### config.mk
export PLATFORM = sky130hd
export DESIGN_NAME = aes_key_sched_ctrl
export DESIGN_NICKNAME = d
export VERILOG_FILES = /design/src/rtl/aes_pkg.sv /design/src/rtl/aes_key_sched_ctrl.sv
export SDC_FILE = /design/constraint.sdc
export NUM_CORES = 1
export LEC_CHECK = 0
export CORE_MARGIN = 1
export CORE_UTILIZATION = 40
export CTS_CLUSTER_DIAMETER = 60
export DETAILED_ROUTE_END_ITERATION = 8
export GPL_TIMING_DRIVEN = 0
export PLACE_DENSITY = 0.81
export SLEW_MARGIN = 30
export SYNTH_ARGS = -nofsm -noshare
export SYNTH_HDL_FRONTEND = slang
export SYNTH_SLANG_ARGS = --single-unit
### constraint.sdc
create_clock -name clk -period 2.41 [get_ports clk]
set_input_delay 0.241 -clock clk [delete_from_list [all_inputs] [get_ports clk]]
set_output_delay 0.241 -clock clk [all_outputs]
set_load 0.05 [all_outputs]
### src/rtl/aes_pkg.sv
// Shared types and helpers for the AES round-key sequencing logic.
package aes_pkg;

  typedef enum logic [2:0] {
    IDLE  = 3'd0,
    LOAD  = 3'd1,
    PRIME = 3'd2,
    FWD   = 3'd3,
    ROUND = 3'd4,
    DONE  = 3'd5
  } ks_state_t;

  // Round count for a given key length in bits: 10, 12 or 14.
  function automatic int aes_nr(input int k);
    return k / 32 + 6;
  endfunction

endpackage

### src/rtl/aes_key_sched_ctrl.sv
// Sequencer for the round-key expander: primes it, optionally runs forward
// expansion for decryption, then steps one round key per cycle to the cipher.
module aes_key_sched_ctrl
  import aes_pkg::*;
#(
  parameter int K = 128
) (
  input  logic         clk,
  input  logic         reset,
  input  logic         start,
  input  logic         decrypt,
  input  logic [K-1:0] key,
  output logic         ready,
  output logic         expReset,
  output logic [K-1:0] expKey,
  output logic         expFwdDone,
  output logic         expFreeze,
  output logic         rkValid,
  output logic [3:0]   round,
  output logic         roundFirst,
  output logic         roundLast,
  output logic         done
);

  localparam int         NR  = aes_nr(K);
  localparam logic [3:0] NR4 = 4'(NR);

  if (!(K == 128 || K == 192 || K == 256)) begin : g_bad_k
    $error("aes_key_sched_ctrl: K must be 128, 192 or 256");
  end

  ks_state_t  state_r;
  ks_state_t  state_nx_s;
  logic [3:0] counter_r;
  logic [3:0] counter_nx_s;
  logic       dir_r;
  logic       dir_nx_s;
  logic       accept_s;

  // Next-state and counter logic; only state, counter and the start handshake matter.
  always_comb begin
    state_nx_s   = state_r;
    counter_nx_s = counter_r;
    accept_s     = start && ((state_r == IDLE) || (state_r == DONE));
    case (state_r)
      IDLE: begin
        if (accept_s) begin
          state_nx_s = LOAD;
        end else begin
          state_nx_s = IDLE;
        end
      end
      LOAD: begin
        state_nx_s = PRIME;
      end
      PRIME: begin
        counter_nx_s = 4'd0;
        if (dir_r) begin
          state_nx_s = FWD;
        end else begin
          state_nx_s = ROUND;
        end
      end
      FWD: begin
        if (counter_r == (NR4 - 4'd1)) begin
          state_nx_s   = ROUND;
          counter_nx_s = 4'd0;
        end else begin
          counter_nx_s = counter_r + 4'd1;
        end
      end
      ROUND: begin
        if (counter_r >= NR4) begin
          state_nx_s = DONE;
        end else begin
          counter_nx_s = counter_r + 4'd1;
        end
      end
      DONE: begin
        if (accept_s) begin
          state_nx_s = LOAD;
        end else begin
          state_nx_s = IDLE;
        end
      end
      default: begin
        state_nx_s   = IDLE;
        counter_nx_s = 4'd0;
      end
    endcase
    if (accept_s) begin
      dir_nx_s = decrypt;
    end else begin
      dir_nx_s = dir_r;
    end
  end

  // State, counter and direction registers.
  always_ff @(posedge clk) begin
    if (reset) begin
      state_r   <= IDLE;
      counter_r <= 4'd0;
      dir_r     <= 1'b0;
    end else begin
      state_r   <= state_nx_s;
      counter_r <= counter_nx_s;
      dir_r     <= dir_nx_s;
    end
  end

  // Key latch: captured only at an accepted request, held otherwise.
  always_ff @(posedge clk) begin
    if (reset) begin
      expKey <= '0;
    end else if (accept_s) begin
      expKey <= key;
    end
  end

  // Outputs are decoded from the next state so they line up with state_r yet stay registered.
  always_ff @(posedge clk) begin
    if (reset) begin
      ready      <= 1'b1;
      expReset   <= 1'b1;
      expFreeze  <= 1'b1;
      expFwdDone <= 1'b0;
      rkValid    <= 1'b0;
      round      <= 4'd0;
      roundFirst <= 1'b0;
      roundLast  <= 1'b0;
      done       <= 1'b0;
    end else begin
      ready      <= (state_nx_s == IDLE) || (state_nx_s == DONE);
      expReset   <= (state_nx_s == IDLE) || (state_nx_s == LOAD);
      expFreeze  <= (state_nx_s == IDLE) || (state_nx_s == DONE);
      expFwdDone <= (state_nx_s == ROUND) && dir_nx_s;
      rkValid    <= (state_nx_s == ROUND);
      round      <= (state_nx_s == ROUND) ? counter_nx_s : 4'd0;
      roundFirst <= (state_nx_s == ROUND) && (counter_nx_s == 4'd0);
      roundLast  <= (state_nx_s == ROUND) && (counter_nx_s == NR4);
      done       <= (state_nx_s == DONE);
    end
  end

endmodule

Yosys cells after proc, flatten, opt, wreduce, memory -nomap -nowiden
Index checks and enable logic that the tools add are counted.
{ "totals": {"regBits": 147, "out_inout_bits": 140} }
{ "classes": {"add_sub_neg": 1, "magnitude_cmp": 1, "eq_ne": 10, "n_mux": 9, "n_bitwise": 1, "reduce_logical": 13} }
{ "op_table": {"columns": ["cell", "count"], "rows": [
  ["one-hot mux 3 bit (5 select lines)", 1],
  ["equality test 3 bit, second input constant", 4],
  ["one-hot mux 4 bit (3 select lines)", 1],
  ["two-way mux 3 bit", 3],
  ["equality test 4 bit, second input constant", 2],
  ["two-way mux 4 bit", 2],
  ["equality test 3 x 1 -> 1 bit, second input constant", 2],
  ["equality test 3 x 2 -> 1 bit, second input constant", 2],
  ["logical NOT 3 bit", 2],
  ["adder 4 x 1 -> 4 bit, second input constant", 1],
  [">= comparator 4 bit, second input constant", 1],
  ["logical AND 1 bit", 4],
  ["logical NOT 4 bit", 1],
  ["OR reduction 2 bit", 2],
  ["logical OR 1 bit", 3],
  ["OR reduction 3 bit", 1],
  ["two-way mux 1 bit", 2],
  ["NOT 1 bit", 1]
]} }

Logic depth before layout (Yosys ltp)
Gate-level depths: netlist of run 1.
{ "logic_depth": {"ltp_word": 8, "mapped_depth": 7, "depth_no_buf": 7} }

Worst setup path after synthesis of run 1
OpenSTA, ideal clock, no wires.
{ "synth_timing": {"kind": "register to register", "start": "reg counter_r[0]", "end": "reg roundFirst", "setup_ps": 122, "t_arrival_ps": 1720, "setup_slack_ps": 568, "path_stages_with_launch": 8, "n_path_buf": 0, "synth_period_minus_slack_ps": 1842, "path_cell_list": "dfxtp_1 -> inv_1 -> ha_1 -> o31ai_4 -> a221oi_1 -> or4_4 -> nand2_2 -> nor4b_2"} }
{ "synth_between": {"elab_chain_cells": 5, "word_cells_on_any_way": 12, "cone_classes": "add/sub: 1; order compare: 1; eq/ne: 2; mux: 6; reduce/logical: 2"} }
{ "synth_lines": {"columns": ["element", "line_no", "text"], "rows": [
  ["from (decl)", "aes_key_sched_ctrl.sv:34", "logic [3:0] counter_r;"],
  ["from (signal assigned)", "aes_key_sched_ctrl.sv:106", "counter_r <= counter_nx_s;"],
  [">= comparator 4 bit (tied with other cells)", "aes_key_sched_ctrl.sv:73", "if (counter_r >= NR4) begin"],
  ["two-way mux 3 bit (tied with other cells)", "aes_key_sched_ctrl.sv:73", null],
  ["one-hot mux 3 bit (5 select lines) / one-hot mux 4 bit (3 select lines) (equally long branches)", "aes_key_sched_ctrl.sv:45", "case (state_r)"],
  ["equality test 3 bit / logical NOT 4 bit (equally long branches)", "aes_key_sched_ctrl.sv:139", "roundFirst <= (state_nx_s == ROUND) && (counter_nx_s == 4'd0);"],
  ["logical AND 1 bit *", "aes_key_sched_ctrl.sv:139", null],
  ["to (signal assigned)", "aes_key_sched_ctrl.sv:139", null],
  ["to (decl)", "aes_key_sched_ctrl.sv:20", "output logic roundFirst,"]
]} }
Every way passes the cells marked *; elsewhere a longest branch is shown, timed or not.
A chain may end at the register's enable or synchronous reset.

Worst setup path in the final report of run 1
Ends and elaborated chain as after synthesis.

==> impl_metrics.xml, run 1 <==
<?xml version="1.0" encoding="UTF-8"?>
<metrics>
  <group name="cells_and_area">
    <metric name="num-nets-final" unit="">1085</metric>
    <metric name="final_layout_size_suffix_gt1_share" unit="%">7.89</metric>
    <metric name="layout-area-overhead-vs-synth" unit="%">66.1</metric>
    <metric name="multi_input_area" unit="mm²">0.00215</metric>
    <metric name="sequential_cell_area" unit="mm²">0.00294</metric>
    <metric name="final_cell_area" unit="mm²">0.00891</metric>
    <metric name="antennaDiodeCount" unit="">0</metric>
    <metric name="instances_no_fill" unit="">1135</metric>
    <metric name="fill_cells" unit="">1048</metric>
  </group>
  <group name="clock_tree">
    <metric name="cts.repair.resized" unit="">0</metric>
    <metric name="post_cts_hold_buffer_count" unit="">0</metric>
    <metric name="clk_root_buffer_cell" unit="">sky130_fd_sc_hd__clkbuf_16</metric>
    <metric name="cts_setup_buffers" unit="">0</metric>
    <metric name="cts_inserted_buffers" unit="">17</metric>
    <metric name="tritoncts" unit="">done</metric>
    <metric name="cts_max_level" unit="">4</metric>
    <metric name="worstSkewPairLatency" unit="ps">420</metric>
    <metric name="clock_sinks" unit="">147</metric>
    <metric name="clk_path_buf_depth" unit="">2</metric>
    <metric name="clkTransAtPathRegs" unit="ps">60</metric>
  </group>
  <group name="die">
    <metric name="initial_utilization" unit="%">41.8</metric>
    <metric name="io_pins" unit="">272</metric>
    <metric name="chipHeight" unit="µm">118</metric>
    <metric name="dieArea" unit="mm²">0.0139</metric>
    <metric name="floorplan.rows" unit="">41</metric>
    <metric name="floorplan.core_area" unit="mm²">0.0128</metric>
    <metric name="floorplan.die.width" unit="µm">118</metric>
  </group>
  <group name="timing">
    <metric name="hold_viol_final" unit="">0</metric>
    <metric name="max_freq" unit="GHz">0.479</metric>
    <metric name="worst_slew_pin_slew" unit="ps">614</metric>
    <metric name="fin_crit_sh" unit="%">86.7</metric>
    <metric name="grt_setup_unrepaired" unit="">no</metric>
    <metric name="timing.slew.headroom" unit="%">59.1</metric>
    <metric name="fin_worst_skew" unit="ps">5.98</metric>
    <metric name="setup_viol" unit="">0</metric>
    <metric name="fin_hold_ws" unit="ps">134</metric>
    <metric name="final_slew_viol_count" unit="">0</metric>
    <metric name="final_period_minus_worst_setup_slack" unit="ps">2090</metric>
    <metric name="setup_tns" unit="ps">0</metric>
  </group>
  <group name="synthesis">
    <metric name="synth_async_sr_flop_share" unit="%">0</metric>
    <metric name="synth.yosys.seq_area_share" unit="%">54.9</metric>
    <metric name="synth_fp_nets" unit="">796</metric>
    <metric name="ys_dominant_reg_cell" unit="">sky130_fd_sc_hd__dfxtp_1</metric>
    <metric name="mappedNetlistArea" unit="mm²">0.00536</metric>
    <metric name="synth_cells" unit="">661</metric>
    <metric name="synth_enable_flop_cells" unit="">0</metric>
    <metric name="synthDominantCellAreaShare" unit="%">54.9</metric>
    <metric name="synth_top_cell_by_area" unit="">sky130_fd_sc_hd__dfxtp_1</metric>
    <metric name="yosys_warnings" unit="">0</metric>
    <metric name="synth.lib_cells_used.distinct" unit="">45</metric>
    <metric name="yosys_register_bits" unit="">147</metric>
    <metric name="ranking_of_synthesized_cells_by_area" unit="">sky130_fd_sc_hd__dfxtp_1 (55%), sky130_fd_sc_hd__nand2_1 (18%), sky130_fd_sc_hd__a21oi_1 (13%), sky130_fd_sc_hd__buf_2 (2.7%), sky130_fd_sc_hd__clkbuf_1 (1.0%)</metric>
    <metric name="syn_area_per_cell" unit="µm²">8.11</metric>
  </group>
  <group name="status">
    <metric name="run_status" unit="">finished, final reports clean</metric>
  </group>
  <group name="power_and_ir_drop">
    <metric name="swShare" unit="%">30.5</metric>
    <metric name="netSwitchingPower" unit="µW">2210</metric>
    <metric name="power.static_leakage" unit="µW">0.00334</metric>
    <metric name="powerDensity" unit="mW/mm²">815</metric>
    <metric name="ir_drop" unit="V">0.000444</metric>
    <metric name="power.combinational.fraction" unit="%">24.4</metric>
    <metric name="seqPwrFrac" unit="%">37.3</metric>
    <metric name="internal_power" unit="µW">5040</metric>
    <metric name="clock_power_share" unit="%">38.2</metric>
  </group>
  <group name="place">
    <metric name="placed_cell_area" unit="mm²">0.00828</metric>
    <metric name="hpwl_after_detailed_placement" unit="mm">12.5</metric>
    <metric name="placement.io_buffers" unit="">270</metric>
    <metric name="numPlacedInstances" unit="">1103</metric>
    <metric name="place.gp.congestion" unit="">0.841</metric>
  </group>
  <group name="global_routing">
    <metric name="track_usage" unit="%">25.0</metric>
    <metric name="grt_pass1_vias" unit="">5216</metric>
    <metric name="grt_max_degree" unit="">17</metric>
    <metric name="antenna_found_initial" unit="">0</metric>
    <metric name="overflow" unit="">0</metric>
    <metric name="grt_pass1_wl" unit="mm">27.1</metric>
  </group>
  <group name="setup_path">
    <metric name="worstSetupEndpointType" unit="">flop</metric>
    <metric name="cp_data_arrival_time" unit="ps">2390</metric>
    <metric name="reg2reg_depth" unit="">7</metric>
    <metric name="r2r-start" unit="">counter_r[0]</metric>
    <metric name="cp.required" unit="ps">2710</metric>
    <metric name="critical_path.startpoint" unit="">counter_r[0]</metric>
    <metric name="reg2reg_to" unit="">roundFirst</metric>
    <metric name="critical_path_sink" unit="">roundFirst</metric>
    <metric name="criticalPathCategory" unit="">flop to flop</metric>
    <metric name="crit_path_start_kind" unit="">flop</metric>
    <metric name="crit_path_max_fanout" unit="">8</metric>
    <metric name="r2r_slack" unit="ps">320</metric>
  </group>
  <group name="route">
    <metric name="route.detailed.vias_per_inst" unit="">4.79</metric>
    <metric name="drt-wirelength-per-cell" unit="µm">15.1</metric>
    <metric name="met2_wirelength" unit="mm">8.73</metric>
    <metric name="detail_route.first_pass.iterations" unit="">6</metric>
    <metric name="met1Wirelength" unit="mm">6.66</metric>
    <metric name="wl" unit="mm">17.1</metric>
    <metric name="top_layer_used" unit="">met4</metric>
    <metric name="ant_nets" unit="">0</metric>
    <metric name="routed-wl-met3" unit="mm">1.49</metric>
    <metric name="routed-via-count" unit="">5440</metric>
    <metric name="dr.first_iter.drc_count" unit="">256</metric>
    <metric name="drc_errors" unit="">0</metric>
  </group>
  <group name="flow_run">
    <metric name="timing.max_cap.violations" unit="">0</metric>
  </group>
  <group name="hold_path">
    <metric name="holdCritPathClass" unit="">input pin to flop</metric>
  </group>
</metrics>
==> layer usage <==
metal  GRT usage, %  up-vias
met1           26.7     2459
met3           9.40       22
li1               -     2738
met4           8.57        0
met2           44.8      221
met5              0        -
==> cells in the mapped netlist, types with 3 or more instances <==
cell type and count:
sky130_fd_sc_hd__o21ai_0 3, sky130_fd_sc_hd__nor3_1 3, sky130_fd_sc_hd__nand2_1 260, sky130_fd_sc_hd__dfxtp_1 147, sky130_fd_sc_hd__buf_4 4, sky130_fd_sc_hd__ha_1 3, sky130_fd_sc_hd__buf_2 29, sky130_fd_sc_hd__a21oi_1 136
sky130_fd_sc_hd__inv_1 5, sky130_fd_sc_hd__clkbuf_1 15, sky130_fd_sc_hd__nor2_1 13
==> power groups by stage <==
| stage | clock network (µW) | logic [µW] | registers [µW] |
|---|---|---|---|
| 3_3_place_gp | 0 | 1760 | 2750 |
| 4_1_cts | 2810 | 1780 | 2710 |
| 3_5_place_dp | 0 | 1770 | 2760 |
| 6_report | 2780 | 1770 | 2710 |
| 2_1_floorplan | 0 | 472 | 3350 |
| 5_1_grt | 2910 | 1880 | 2730 |
==> critical path, stage by stage (launching register included) <==
cell	delay, ps
sky130_fd_sc_hd__dfxtp_1	480
sky130_fd_sc_hd__inv_1	130
sky130_fd_sc_hd__ha_1	280
sky130_fd_sc_hd__o31ai_4	250
sky130_fd_sc_hd__a221oi_1	140
sky130_fd_sc_hd__or4_4	560
sky130_fd_sc_hd__nand2_2	100
sky130_fd_sc_hd__nor4b_2	50
==> final cells by class <==
cell class	instances	area share, %
inverters	5	0.211
clock buffers	25	5.67
multi-input cells	459	24.1
clock inverters	7	1.35
plain buffers	50	2.85
flip-flops and latches	147	33.0
well taps	172	2.42
repair buffers	270	30.3
==> worst min-delay path by stage <==
stage | from | to | depth (start not counted)
after floorplan | key[78] | expKey[78] | 2
after global placement | expKey[62] | expKey[62] | 2
after detailed placement | expKey[9] | expKey[9] | 2
after CTS | reset | state_r[2] | 2
after global routing | reset | state_r[2] | 2
final | reset | state_r[2] | 2
==> kinds of logic after synthesis <==
logic type | after synthesis | synth area share, %
fa+ha+maj | 3 | 0.700
mux | 2 | 0.373
flops | 147 | 54.9
buf+inv | 55 | 5.09
xor+xnor | 1 | 0.163
compound gates | 154 | 15.8
simple gates | 299 | 23.0
==> placed cells by master, fill, tap and decap left out, types with 3 or more instances in the layout <==
cell                              count
sky130_fd_sc_hd__clkdlybuf4s50_1    270
sky130_fd_sc_hd__nand2_1            260
sky130_fd_sc_hd__dfxtp_1            147
sky130_fd_sc_hd__a21oi_1            136
sky130_fd_sc_hd__buf_2               29
sky130_fd_sc_hd__clkbuf_1            18
sky130_fd_sc_hd__clkbuf_16           17
sky130_fd_sc_hd__nor2_1              13
sky130_fd_sc_hd__inv_1                5
sky130_fd_sc_hd__clkbuf_8             5
sky130_fd_sc_hd__buf_4                4
sky130_fd_sc_hd__nor3_1               3
sky130_fd_sc_hd__o21ai_0              3
sky130_fd_sc_hd__ha_1                 3
sky130_fd_sc_hd__bufinv_16            3
==> through the flow <==
stage	util [%]	worst slack (ps)	power [µW]
after CTS	69.5	368	7300
final	69.5	321	7260
after global routing	69.5	264	7530
after detailed placement	64.6	344	4530
after floorplan	-	568	3830
after global placement	64.6	368	4520
==> flip-flops by register name, summed over array words and instances, names as in the netlist, 3 cells and up <==
name / cells
expKey: 128
round: 4
state_r: 3
counter_r: 4
Note: power is estimated with default switching activity, not from simulation.
==> run 2, diff against run 1 <==
--- a/config.mk
+++ b/config.mk
@@ -7,7 +7,6 @@
 export LEC_CHECK = 0
 export CORE_MARGIN = 1
 export CORE_UTILIZATION = 40
-export CTS_CLUSTER_DIAMETER = 60
 export DETAILED_ROUTE_END_ITERATION = 8
 export GPL_TIMING_DRIVEN = 0
 export PLACE_DENSITY = 0.81
==> results of run 2 <==
Final layout, timing and power as in run 1 (identical DEF).
==> run 3, diff against run 2 <==
--- a/config.mk
+++ b/config.mk
@@ -5,8 +5,10 @@
 export SDC_FILE = /design/constraint.sdc
 export NUM_CORES = 1
 export LEC_CHECK = 0
+export ABC_CLOCK_PERIOD_IN_PS = 2410
 export CORE_MARGIN = 1
 export CORE_UTILIZATION = 40
+export CTS_CLUSTER_DIAMETER = 40
 export DETAILED_ROUTE_END_ITERATION = 8
 export GPL_TIMING_DRIVEN = 0
 export PLACE_DENSITY = 0.81
==> results of run 3 <==
Final layout, timing and power as in run 1 (identical DEF).
